===== src/rtl/div_pkg.sv =====
// Constants and types shared between the averaging front end and the divider.
// The widths here must match the divider's dividend/divisor ports.
package div_pkg;

    localparam int DIV_SW = 8;
    localparam int DIV_AW = 22;
    localparam int DIV_BW = 14;

    typedef enum logic [1:0] {
        IDLE = 2'd0,
        REQ  = 2'd1,
        WAIT = 2'd2
    } issue_state_t;

endpackage


===== src/rtl/avg_acc.sv =====
// Frame accumulator: sums samples, saturates the count, and closes frames
// towards the pending register (holding the closed frame if it is occupied).
module avg_acc
    import div_pkg::*;
#(
    parameter int SW = DIV_SW,
    parameter int AW = DIV_AW,
    parameter int BW = DIV_BW
) (
    input  logic          clk,
    input  logic          reset,
    input  logic          s_valid,
    input  logic [SW-1:0] s_data,
    input  logic          f_end,
    input  logic          pend_free,
    output logic          s_ready,
    output logic          xfer,
    output logic [AW-1:0] xfer_sum,
    output logic [BW-1:0] xfer_count,
    output logic          zero_err,
    output logic          sat_err
);

    logic [AW-1:0] sum;
    logic [BW-1:0] count;
    logic          hold;

    logic          take;
    logic          drop;
    logic          close_frame;
    logic          close_empty;
    logic [AW-1:0] sum_nx;
    logic [BW-1:0] cnt_nx;

    function automatic logic cnt_full(input logic [BW-1:0] c);
        return &c;
    endfunction

    always_comb begin
        take        = !hold && s_valid && !cnt_full(count);
        drop        = !hold && s_valid && cnt_full(count);
        sum_nx      = take ? sum + AW'(s_data) : sum;
        cnt_nx      = take ? count + BW'(1) : count;
        close_frame = !hold && f_end && (cnt_nx != '0);
        close_empty = !hold && f_end && (cnt_nx == '0);
        // A held frame already sits in sum/count; a fresh close forwards the
        // value including any sample arriving in the same cycle.
        xfer        = hold ? pend_free : (close_frame && pend_free);
        xfer_sum    = hold ? sum : sum_nx;
        xfer_count  = hold ? count : cnt_nx;
    end

    assign s_ready = !hold;

    always_ff @(posedge clk or posedge reset) begin
        if (reset) begin
            sum      <= '0;
            count    <= '0;
            hold     <= 1'b0;
            zero_err <= 1'b0;
            sat_err  <= 1'b0;
        end else begin
            zero_err <= close_empty;
            if (drop) begin
                sat_err <= 1'b1;
            end
            if (xfer) begin
                sum   <= '0;
                count <= '0;
                hold  <= 1'b0;
            end else if (close_frame) begin
                sum   <= sum_nx;
                count <= cnt_nx;
                hold  <= 1'b1;
            end else begin
                sum   <= sum_nx;
                count <= cnt_nx;
            end
        end
    end

endmodule


===== src/rtl/avg_feed.sv =====
// Averaging front end: accumulates sample frames and hands {sum,count} to a
// divider through a one-entry pending register and a small issue FSM.
module avg_feed
    import div_pkg::*;
#(
    parameter int SW = DIV_SW,
    parameter int AW = DIV_AW,
    parameter int BW = DIV_BW
) (
    input  logic          clk,
    input  logic          reset,
    input  logic          s_valid,
    input  logic [SW-1:0] s_data,
    input  logic          f_end,
    output logic          s_ready,
    output logic          in_en,
    output logic [AW-1:0] dividend,
    output logic [BW-1:0] divisor,
    input  logic          busy,
    input  logic          out_en,
    output logic          zero_err,
    output logic          sat_err
);

    issue_state_t  state;
    issue_state_t  state_nx;

    logic          pend_vld;
    logic [AW-1:0] pend_sum;
    logic [BW-1:0] pend_cnt;

    logic          vacate;
    logic          pend_free;
    logic          xfer;
    logic [AW-1:0] xfer_sum;
    logic [BW-1:0] xfer_cnt;

    // The divider takes the operands on the edge it raises busy.
    assign vacate    = (state == REQ) && busy;
    assign pend_free = !pend_vld || vacate;

    avg_acc #(
        .SW (SW),
        .AW (AW),
        .BW (BW)
    ) u_acc (
        .clk        (clk),
        .reset      (reset),
        .s_valid    (s_valid),
        .s_data     (s_data),
        .f_end      (f_end),
        .pend_free  (pend_free),
        .s_ready    (s_ready),
        .xfer       (xfer),
        .xfer_sum   (xfer_sum),
        .xfer_count (xfer_cnt),
        .zero_err   (zero_err),
        .sat_err    (sat_err)
    );

    always_ff @(posedge clk or posedge reset) begin
        if (reset) begin
            pend_vld <= 1'b0;
            pend_sum <= '0;
            pend_cnt <= '0;
        end else if (xfer) begin
            pend_vld <= 1'b1;
            pend_sum <= xfer_sum;
            pend_cnt <= xfer_cnt;
        end else if (vacate) begin
            pend_vld <= 1'b0;
        end
    end

    always_ff @(posedge clk or posedge reset) begin
        if (reset) begin
            state <= IDLE;
        end else begin
            state <= state_nx;
        end
    end

    always_comb begin
        state_nx = state;
        case (state)
            IDLE:    if (pend_vld) state_nx = REQ;
            REQ:     if (busy)     state_nx = WAIT;
            WAIT:    if (out_en)   state_nx = IDLE;
            default: state_nx = IDLE;
        endcase
    end

    assign in_en    = (state == REQ);
    assign dividend = pend_vld ? pend_sum : '0;
    assign divisor  = pend_vld ? pend_cnt : '0;

endmodule


===== config.mk =====
export PLATFORM = sky130hd
export DESIGN_NAME = avg_feed
export DESIGN_NICKNAME = d
export VERILOG_FILES = /design/src/rtl/div_pkg.sv /design/src/rtl/avg_acc.sv /design/src/rtl/avg_feed.sv
export SDC_FILE = /design/constraint.sdc
export NUM_CORES = 1
export LEC_CHECK = 0
export BUFFER_PORTS_ARGS = -buffer_cell sky130_fd_sc_hd__buf_2
export CAP_MARGIN = 30
export CORE_UTILIZATION = 35
export CTS_BUF_LIST = sky130_fd_sc_hd__clkbuf_8
export DETAILED_ROUTE_END_ITERATION = 10
export GPL_TIMING_DRIVEN = 0
export PLACE_DENSITY = 0.52
export SETUP_SLACK_MARGIN = 0.3
export SYNTH_ARGS = -nofsm -noshare
export SYNTH_HDL_FRONTEND = slang
export SYNTH_SLANG_ARGS = --single-unit

===== constraint.sdc =====
create_clock -name clk -period 4.22 [get_ports clk]
set_clock_uncertainty 0.2 [all_clocks]
set_input_delay 1.055 -clock clk [delete_from_list [all_inputs] [get_ports clk]]
set_output_delay 1.055 -clock clk [all_outputs]
set_load 0.03 [all_outputs]

==> metrics.md <==
| Metric | Value |
|---|---|
| Peak VDD IR | `approximately 250 uV` |
| Slew margin rel. | `0.547` |
| DRC | `2` |
| CTS tree | `built` |
| Cells after synthesis | `427` |
| DIE HEIGHT | `112 um` |
| YS warnings | `0` |
| Commonest cells after routing, fill and taps aside | `78 x dfrtp_1, 56 x buf_2, 51 x nor2_1` |
| Routed Antenna Nets | `0` |
| Area Overhead vs Synth | `16.9%` |
| Synth Area per Inst | `9.90 um^2` |
| Setup violators final | `0` |
| TritonCTS buffer count | `9` |
| Netlist cell types | `between 50 and 60` |
| First-pass detailed-route iteration total | `7` |
| Nets@finish | `516` |
| P_leak | `2.45 nW` |
| Footprint of the multi-input gates | `slightly above 2000 um^2` |
| Pin count of the biggest net entering global routing | `between 40 and 50` |
| Initial core utilization | `0.364` |
| Asr flop ratio synth | `1.00` |
| Ys flop type | `dfrtp_1` |
| Share of the synthesized area in the top cell type | `0.462` |
| WL final | `9560 um` |
| Aggregate global-route resource usage | `0.165` |
| Postcts setup bufs | `0` |
| Max Fclk | `around 0.28 GHz` |
| Hold WC Path Type | `reg2reg` |
| CP endpoint kind | `flip-flop` |
| Max Buffers Root-to-Sink | `2` |
| Max Cap Viol | `0` |
| GP Congestion | `0.812` |
| Floorplan row count | `39` |
| Register area | `1950 um^2` |
| Hold_buf cts | `0` |
| Total Die Area | `12500 um^2` |
| Most common cell after layout, fill and taps aside | `dfrtp_1` |
| Failing checks | `design-rule violations` |
| Share of post-route cells with drive strength above 1 | `0.191` |
| Depth of the CTS H-tree | `3` |
| Worst reg-to-reg setup slack | `between 700 and 800 ps` |
| Crit path DAT | `between 3000 and 4000 ps` |
| Die width | `112 um` |
| Outcome | `finished with violations` |
| Clock latency on the worst-skew pair | `350 ps` |
| RSZ-0062 raised after global routing | `false` |
| Final hold viol count | `0` |
| Worst path required time | `about 4300 ps` |
| DP HPWL | `7010 um` |
| Routed via count | `3198` |
| GRT overflow | `0` |
| Clk sinks | `78` |
| PortBufs | `53` |
| Yosys reg bits | `78` |
| Core footprint | `roughly 12000 um^2` |
| Synth Cell Area | `between 4000 and 5000 um^2` |
| Post-Syn Nets | `451` |
| Root Driver | `clkbuf_8` |
| EDFF count, synth | `0` |
| Minimum clock period | `between 3000 and 4000 ps` |
| Crit-path max FO | `10` |
| Pwr Total | `2.99 mW` |
| Cts repair resizes | `0` |
| ANT cells | `0` |
| Crit start category | `flip-flop` |
| Final slew viol count | `0` |
| Io pins | `54` |
| Setup CP Type | `reg2reg` |
| Number of global-route vias before repair | `3209` |
| Fill count | `1197` |
| Cell taking the most area after synthesis | `dfrtp_1` |
| Post-synthesis sequential area ratio | `0.462` |
| Crit share post-route | `0.833` |
| Final hold slack | `~260 ps` |
| Worst slew pin tran | `a little under 700 ps` |
| CTS clk-pin slew, worst paths | `90 ps` |
| Synth top area cells | `dfrtp_1 46%, mux2i_1 6.9%, and2_1 6.4%` |
| Vias/cell | `5.00` |
| DRT iter0 DRCs | `108` |
| WL per Instance | `14.9 um` |
| Initial antenna violation count | `0` |
| First-pass GRT wire length | `16400 um` |
| PwrDens | `between 600 and 700 nW/um^2` |
[sequential cells by signal, indices dropped and copies added (netlist names)]
register        count
u_acc.sat_err       1
u_acc.sum          22
pend_cnt           14
u_acc.count        14
u_acc.hold          1
u_acc.zero_err      1
pend_vld            1
pend_sum           22
state               2
[cells in the mapped netlist, types with 4 or more instances]
library cell,number
dfrtp_1,78
nor2_1,51
and2_1,43
inv_1,35
mux2i_1,29
nand2_1,18
xor2_1,18
a21oi_1,13
ha_1,9
nand4_1,9
and3_1,8
nand3_1,8
nor3_1,8
a221oi_1,7
clkbuf_1,7
xnor2_1,7
nor2b_1,6
o21ai_0,6
mux2_2,5
and4_1,4
[where the power goes]
part	internal (mW)	switching (mW)
Sequential	0.897	0.107
Clock	0.343	0.304
Combinational	0.502	0.839
Total	1.74	1.25
[worst max-delay path, cell delays in order, from the launching register on]
cell,delay (ps)
dfrtp_1,460
ha_1,260
nand3_1,340
o41ai_4,560
mux2_1,390
and4bb_1,220
nand4_2,180
o21a_1,140
buf_4,190
buf_2,280
mux2i_1,220
[final timing paths]
| check | end | depth (start not counted) | startpoint |
|---|---|---|---|
| setup / recovery | pend_cnt[5]$_DFFE_PP0P_ | 10 | u_acc.count[0]$_DFF_PP0_ |
| hold / removal | state[0]$_DFFE_PP0P_ | 1 | state[1]$_DFFE_PP0P_ |
| setup reg to reg | pend_cnt[5]$_DFFE_PP0P_ | 10 | u_acc.count[0]$_DFF_PP0_ |
| hold reg to reg | state[0]$_DFFE_PP0P_ | 1 | state[1]$_DFFE_PP0P_ |
| max in group asynchronous | pend_cnt[10]$_DFFE_PP0P_ | 3 | reset |
| min in group asynchronous | pend_sum[11]$_DFFE_PP0P_ | 2 | reset |
[routing by layer]
metal | track usage | part of all wire
met3 | 0.0316 | 0.034
met5 | 0 | 0
met1 | 0.222 | 0.48
met2 | 0.273 | 0.48
met4 | 0.0405 | 0.0092
[layout make-up]
cell class | instances | share of cell area
Buffer | 16 | 0.0198
Clock buffer | 9 | 0.0251
Clock inverter | 7 | 0.0208
Inverter | 35 | 0.0271
Multi-Input combinational cell | 298 | 0.418
Sequential cell | 78 | 0.395
Tap cell | 143 | 0.0362
Timing Repair Buffer | 54 | 0.0577
[logic make-up after synthesis]
| kind of cell | share of synthesized area |
|---|---|
| adder cells (fa/ha/maj) | 0.0314 |
| AND/OR/NAND/NOR | 0.220 |
| AO/OA/AOI/OAI | 0.0965 |
| flip-flops | 0.462 |
| XOR/XNOR | 0.0518 |
| buffers and inverters | 0.0542 |
| multiplexers | 0.0846 |
[stage by stage]
stage	cell area [um^2]	utilization	std cells	worst slack, ps	TNS [ps]
floorplan	4230	-	427	970	0
global placement	4670	0.402	623	-37.9	-2530
detailed placement	4690	0.404	624	324	0
CTS	4920	0.424	640	468	0
global route	4940	0.425	640	408	0
finish	4940	0.425	640	706	0
(Power assumes the default switching activity.)
